`src/rtl/ef3_pkg.sv`:
```
// Shared encodings and widths for the EF3 truth-table sequencer.
package ef3_pkg;

    localparam int unsigned IDX_W  = 4;
    localparam int unsigned F_W    = 5;
    localparam int unsigned N_COMB = 16;

    typedef enum logic [1:0] {
        ModeManual   = 2'b00,
        ModeStep     = 2'b01,
        ModeAutoOnce = 2'b10,
        ModeAutoLoop = 2'b11
    } mode_e;

    typedef enum logic [2:0] {
        StIdle,
        StDrive,
        StSettle,
        StWait,
        StCapture,
        StDone
    } state_e;

endpackage

```
`src/rtl/ef3_tick_counter.sv`:
```
// Loadable down-counter that saturates at zero; o_terminal flags the zero count.
module ef3_tick_counter
    import ef3_pkg::*;
#(
    parameter int unsigned WIDTH = 8
) (
    input  logic             i_clk,
    input  logic             i_rst,
    input  logic             i_load,
    input  logic [WIDTH-1:0] i_load_val,
    input  logic             i_en,
    output logic             o_terminal
);

    logic [WIDTH-1:0] r_count;

    always_ff @(posedge i_clk) begin
        if (i_rst) begin
            r_count <= '0;
        end else if (i_load) begin
            r_count <= i_load_val;
        end else if (i_en && (r_count != '0)) begin
            r_count <= r_count - WIDTH'(1);
        end
    end

    assign o_terminal = (r_count == '0);

endmodule

```
`src/rtl/ef3_sequencer.sv`:
```
// Drives all 16 {A,B,C,D} combinations into the EF3 block and records the returned F values,
// either manually, one step at a time, or on a timed dwell (once or looping).
module ef3_sequencer
    import ef3_pkg::*;
#(
    parameter int unsigned DWELL_CYCLES  = 50_000_000,
    parameter int unsigned SETTLE_CYCLES = 2
) (
    input  logic              CLOCK_50,
    input  logic              rst,
    input  logic [1:0]        mode,
    input  logic              start,
    input  logic              step,
    input  logic [IDX_W-1:0]  sw_in,
    input  logic [F_W-1:0]    f_in,
    output logic [IDX_W-1:0]  abcd,
    output logic [F_W-1:0]    f_cap,
    output logic [IDX_W-1:0]  idx,
    output logic              busy,
    output logic              done,
    output logic [N_COMB-1:0] valid_map,
    input  logic [IDX_W-1:0]  rd_addr,
    output logic [F_W-1:0]    rd_data
);

    localparam int unsigned DWELL_W  = (DWELL_CYCLES < 1) ? 1 : $clog2(DWELL_CYCLES + 1);
    localparam int unsigned SETTLE_W = (SETTLE_CYCLES < 1) ? 1 : $clog2(SETTLE_CYCLES + 1);
    // Both counters load N-1 in DRIVE so the terminal flag appears after exactly N cycles.
    localparam logic [DWELL_W-1:0] DWELL_LOAD =
        DWELL_W'((DWELL_CYCLES > 0) ? DWELL_CYCLES - 1 : 32'd0);
    localparam logic [SETTLE_W-1:0] SETTLE_LOAD =
        SETTLE_W'((SETTLE_CYCLES > 0) ? SETTLE_CYCLES - 1 : 32'd0);
    localparam logic [IDX_W-1:0] IDX_LAST = IDX_W'(N_COMB - 1);

    state_e              r_state;
    state_e              w_state_next;
    mode_e               r_mode;
    logic [IDX_W-1:0]    r_idx;
    logic [IDX_W-1:0]    r_abcd;
    logic [F_W-1:0]      r_f_cap;
    logic [F_W-1:0]      r_rd_data;
    logic [N_COMB-1:0]   r_valid;
    logic                r_step_q;
    logic [F_W-1:0]      r_mem [N_COMB];

    logic w_step_rise;
    logic w_start_sweep;
    logic w_drive;
    logic w_settle_done;
    logic w_dwell_done;
    logic w_advance;

    assign w_step_rise = step & ~r_step_q;
    assign w_drive     = (r_state == StDrive);
    assign w_advance   = (r_mode == ModeStep) ? w_step_rise : w_dwell_done;

    ef3_tick_counter #(
        .WIDTH (DWELL_W)
    ) u_dwell (
        .i_clk      (CLOCK_50),
        .i_rst      (rst),
        .i_load     (w_drive),
        .i_load_val (DWELL_LOAD),
        .i_en       (1'b1),
        .o_terminal (w_dwell_done)
    );

    ef3_tick_counter #(
        .WIDTH (SETTLE_W)
    ) u_settle (
        .i_clk      (CLOCK_50),
        .i_rst      (rst),
        .i_load     (w_drive),
        .i_load_val (SETTLE_LOAD),
        .i_en       (r_state == StSettle),
        .o_terminal (w_settle_done)
    );

    always_comb begin
        w_state_next  = r_state;
        w_start_sweep = 1'b0;
        unique case (r_state)
            StIdle: begin
                if ((mode != ModeManual) && start) begin
                    w_state_next  = StDrive;
                    w_start_sweep = 1'b1;
                end
            end
            StDrive:   w_state_next = StSettle;
            StSettle:  if (w_settle_done) w_state_next = StWait;
            StWait:    if (w_advance) w_state_next = StCapture;
            StCapture: w_state_next = (r_idx == IDX_LAST) ? StDone : StDrive;
            StDone: begin
                // Live mode is honoured here: a sweep's latched mode ends at DONE.
                if (mode == ModeAutoLoop) begin
                    w_state_next  = StDrive;
                    w_start_sweep = 1'b1;
                end else if (!start) begin
                    w_state_next = StIdle;
                end
            end
            default:   w_state_next = StIdle;
        endcase
    end

    always_ff @(posedge CLOCK_50) begin
        if (rst) begin
            r_state   <= StIdle;
            r_mode    <= ModeManual;
            r_idx     <= '0;
            r_abcd    <= '0;
            r_f_cap   <= '0;
            r_valid   <= '0;
            r_step_q  <= 1'b0;
            r_rd_data <= '0;
        end else begin
            r_state   <= w_state_next;
            r_step_q  <= step;
            r_rd_data <= r_mem[rd_addr];
            case (r_state)
                StIdle: begin
                    r_idx <= '0;
                    if (mode == ModeManual) begin
                        r_abcd  <= sw_in;
                        r_f_cap <= f_in;
                    end
                end
                StDrive: r_abcd <= r_idx;
                StCapture: begin
                    r_f_cap        <= f_in;
                    r_valid[r_idx] <= 1'b1;
                    if (r_idx != IDX_LAST) begin
                        r_idx <= r_idx + IDX_W'(1);
                    end
                end
                default: ;
            endcase
            if (w_start_sweep) begin
                r_mode  <= mode_e'(mode);
                r_idx   <= '0;
                r_valid <= '0;
            end
        end
    end

    // Table is not cleared on reset; valid_map qualifies its entries.
    always_ff @(posedge CLOCK_50) begin
        if (!rst && (r_state == StCapture)) begin
            r_mem[r_idx] <= f_in;
        end
    end

    assign abcd      = r_abcd;
    assign f_cap     = r_f_cap;
    assign idx       = r_idx;
    assign valid_map = r_valid;
    assign rd_data   = r_rd_data;
    assign busy      = (r_state != StIdle) && (r_state != StDone);
    assign done      = (r_state == StDone);

endmodule

```
`config.mk`:
```
export PLATFORM = sky130hd
export DESIGN_NAME = ef3_sequencer
export DESIGN_NICKNAME = d
export VERILOG_FILES = /design/src/rtl/ef3_pkg.sv /design/src/rtl/ef3_tick_counter.sv /design/src/rtl/ef3_sequencer.sv
export SDC_FILE = /design/constraint.sdc
export NUM_CORES = 1
export LEC_CHECK = 0
export CORE_ASPECT_RATIO = 1.4
export CORE_UTILIZATION = 30
export CTS_CLUSTER_SIZE = 8
export DETAILED_ROUTE_END_ITERATION = 16
export PLACE_DENSITY_LB_ADDON = 0.12
export SLEW_MARGIN = 40
export SYNTH_ARGS = -nofsm -noshare
export SYNTH_HDL_FRONTEND = slang
export SYNTH_SLANG_ARGS = --single-unit
```
`constraint.sdc`:
```
create_clock -name CLOCK_50 -period 3.8 [get_ports CLOCK_50]
set_input_delay 0.57 -clock CLOCK_50 [delete_from_list [all_inputs] [get_ports CLOCK_50]]
set_output_delay 0.57 -clock CLOCK_50 [all_outputs]
set_load 0.005 [all_outputs]
```
==> flow_summary.ini <==
[outcome]
status = finished, final reports clean

[sta]
setup_total_negative_slack_ns = 0
timing.slew.headroom_pct = 46.22
period_needed_ns = 2.800
tightestPinTransition_ns = 0.8042
timing_max_transition_violations_final = 0
worst_clock_skew_ns = 0.008996
rsz0062_at_grt = false
timing.final.hold_violations = 0
hold-worst-slack_ns = 0.4540
clock.fmax_ghz = 0.3571
setup_viols_final = 0
finalCritPeriodShare_pct = 73.69

[worst_setup_path]
arrival_ns = 3.11
worst-endpoint-required_ns = 4.11
setup.worst_path.end = r_state[0]
timing.setup.critical_path_class = flip-flop to flip-flop
reg2reg_depth = 5
critical_path_start_type = flip-flop
setup.worst_path.end_class = flip-flop
worst_r2r_startpoint = u_dwell.r_count[4]
worst_setup_path_startpoint = u_dwell.r_count[4]
reg2reg_slack_ns = 1.0
timing.critical_path.fanout_max = 8
crit-reg2reg-capture = r_state[0]

[routing]
detailroute.via_count = 4073
routed_wl_um = 14610
initial_drc_count = 264
route.detailed.drc = 0
detail-route-antenna-nets = 0
vias_per_cell = 5.053
drt_pass1_iterations = 4
routed_wire_length_per_instance_um = 18.12

[floorplanning]
floorplan.die.width_um = 123.1
placementRows = 61
floorplan.initialDensity_pct = 30.82
floorplan.core_area_um2 = 20000
die-height_um = 171.6
die_area_um2 = 21130
boundaryPins = 55

[synthesis]
synth_adder_area_share_pct = 1.218
postSynth.topFlopCell = edfxtp_1
netlist_instances = 488
synth_area_um2 = 6163
post_synth_mux_area_share_pct = 11.27
synth_warnings = 0
async_flop_share_pct = 0
dominant_combinational_cell_family_by_area_after_synthesis = simple AND/OR/NAND/NOR gates
syn_nets = 513
synth-xor-area-share_pct = 0.7105
avgSynthCellArea_um2 = 12.63
synth-simple-area-share_pct = 14.01
synth_edf_count = 80
synth_compound_gate_area_share_pct = 9.298
synth.lib_cells_used.distinct = 53
synth_seq_cells = 148
yosysSeqAreaShare_pct = 61.06

[pwr]
power_density_nw_per_um2 = 568.5
clock_power_share_pct = 43.2
internal-power_w = 0.003273
power.switching_fraction_pct = 24.51
max-vdd-ir-drop_v = 0.0003006
combinationalPowerShare_pct = 14.0
power_leakage_nw = 2.549
total_switching_power_w = 0.001063
power_frac_seq_pct = 42.7

[global_routing]
grt_first_pass_wirelength_um = 22710
first_global_vias = 4083
maximum_number_of_pins_on_one_net_before_global_route_repair = 30
grt-ovfl-total = 0
global_route.usage.total_pct = 14.60
initial_antenna_violation_count = 0

[place]
dp.cells = 774
detailed_place.area_um2 = 6962
io_buffer_count = 54
finalWeightedCongestion = 0.7741
dpl.hpwl_um = 10310

[final_layout]
fillers = 1949
design_area_um2 = 7626
layout_commonest_cell = edfxtp_1
antenna_cells = 0
layout-drive-gt1-share_pct = 14.26
layout-area-overhead-vs-synth_pct = 23.73
fin_util_pct = 38.14
post_layout_nonfiller_instances = 806
fin_nets = 566
most_used_cells_in_the_layout_excluding_fill_and_tap_cells = 80 x edfxtp_1, 68 x dfxtp_1, 64 x nor2_1

[clocking]
holdBufCountCts = 0
clock_insertion_delay_worst_skew_ns = 0.42
cts_sink_count = 148
root_buffer = clkbuf_16
clock_tree_from_tritoncts = yes
cts_buffer_depth = 2
cts.htree.levels = 4
cts-resized-gates = 0
cts.clk_slew.worst_paths_ns = 0.06
cts_setup_buffers = 0
numCtsBuffers = 17

[run]
drv_cap = 0

[min_path]
hold_path.class = flip-flop to flip-flop
routing by layer:
layer  wire (um)  global-route usage, %  up-vias  part of all wire [%]
met1        5955                  16.71     2019                    41
met3         418                  2.984       18                   2.9
met4         256                  6.024        0                   1.8
met2        7975                  26.09       73                    55
li1            -                      -     1963                     -
met5           0                      0        -                     0
worst max-delay path: stages, from the launching register on:
cell	delay, ns
dfxtp_1	0.35
or4_1	0.67
or4_2	0.75
nor3_2	0.40
a211oi_1	0.20
o31a_1	0.32
per-stage QoR:
step	setup slack (ns)	power [W]
final	0.9997	0.004335
after global routing	0.8427	0.004531
after CTS	0.9735	0.004393
after detailed placement	0.9821	0.002498
after global placement	1.075	0.002477
after floorplan	1.258	0.002294
logic make-up (layout without fill, tap and decap cells):
kind of cell               Yosys count  after routing
AOI/OAI and AO/OA                   91             91
xor gates and xnor gates             5              5
adders and majority gates            6              6
buffers and inverters               36            102
DFF                                148            148
muxes                               38             38
and+or+nand+nor                    164            164
worst min-delay path by stage:
stage / from / endpoint / slack (ns) / depth (start not counted)
after floorplan: r_mode[1] / r_mode[1] / 0.43 / 2
after global placement: r_mode[1] / r_mode[1] / 0.45 / 2
after detailed placement: r_mode[1] / r_mode[1] / 0.45 / 2
after CTS: r_mode[1] / r_mode[1] / 0.46 / 2
after global routing: r_mode[1] / r_mode[1] / 0.49 / 2
final: r_mode[1] / r_mode[1] / 0.45 / 2
cell usage after synthesis (all sizes together) (2+ instances only):
| cell | count | share of area [%] |
|---|---|---|
| edfxtp | 80 | 39 |
| dfxtp | 68 | 22 |
| nor2 | 64 | 3.9 |
| a21oi | 28 | 2.3 |
| mux4 | 25 | 9.1 |
| clkbuf | 23 | 1.4 |
| nand2 | 16 | 0.97 |
| a31oi | 15 | 1.5 |
| or3 | 14 | 1.5 |
| or4 | 14 | 1.9 |
| o31ai | 13 | 1.6 |
| mux2i | 12 | 1.9 |
| o21ai | 12 | 0.97 |
| nor2b | 11 | 1.1 |
| nor3 | 10 | 0.89 |
| a211oi | 8 | 0.97 |
| nand3 | 8 | 0.65 |
| inv | 7 | 0.43 |
| nand2b | 7 | 0.71 |
| buf | 6 | 0.61 |
| ha | 6 | 1.2 |
| and3 | 4 | 0.41 |
| xor2 | 3 | 0.43 |
| a21o | 2 | 0.24 |
| a22o | 2 | 0.28 |
| a22oi | 2 | 0.24 |
| and2 | 2 | 0.20 |
| and3b | 2 | 0.28 |
| nand3b | 2 | 0.24 |
| nor3b | 2 | 0.24 |
| nor4 | 2 | 0.20 |
| o211ai | 2 | 0.24 |
| o21a | 2 | 0.24 |
| or3b | 2 | 0.28 |
| xnor2 | 2 | 0.28 |
power by group through the flow:
| stage | logic [W] | clock network, W | registers [W] |
|---|---|---|---|
| 2_1_floorplan | 0.000435 | 0 | 0.00186 |
| 3_5_place_dp | 0.000613 | 0 | 0.00188 |
| 4_1_cts | 0.000617 | 0.00192 | 0.00185 |
| 3_3_place_gp | 0.000598 | 0 | 0.00188 |
| 5_1_grt | 0.000677 | 0.00199 | 0.00187 |
| 6_report | 0.000609 | 0.00187 | 0.00185 |
sequential cells by signal (all words and copies together) (netlist names):
register          flops
u_dwell.r_count      26
r_mem                80
r_mode                2
r_step_q              1
abcd                  4
u_settle.r_count      2
f_cap                 5
r_state               3
valid_map            16
idx                   4
rd_data               5
area by class of cell:
| type | instances | area, um2 | area share (%) |
|---|---|---|---|
| Sequential cell | 148 | 3764 | 49.35 |
| Multi-Input combinational cell | 304 | 2253 | 29.55 |
| Timing Repair Buffer | 63 | 603.1 | 7.908 |
| Clock buffer | 19 | 432.9 | 5.677 |
| Tap cell | 252 | 315.3 | 4.135 |
| Clock inverter | 13 | 231.5 | 3.035 |
| Inverter | 7 | 26.28 | 0.3445 |
Power figures use the tool's default switching activity.
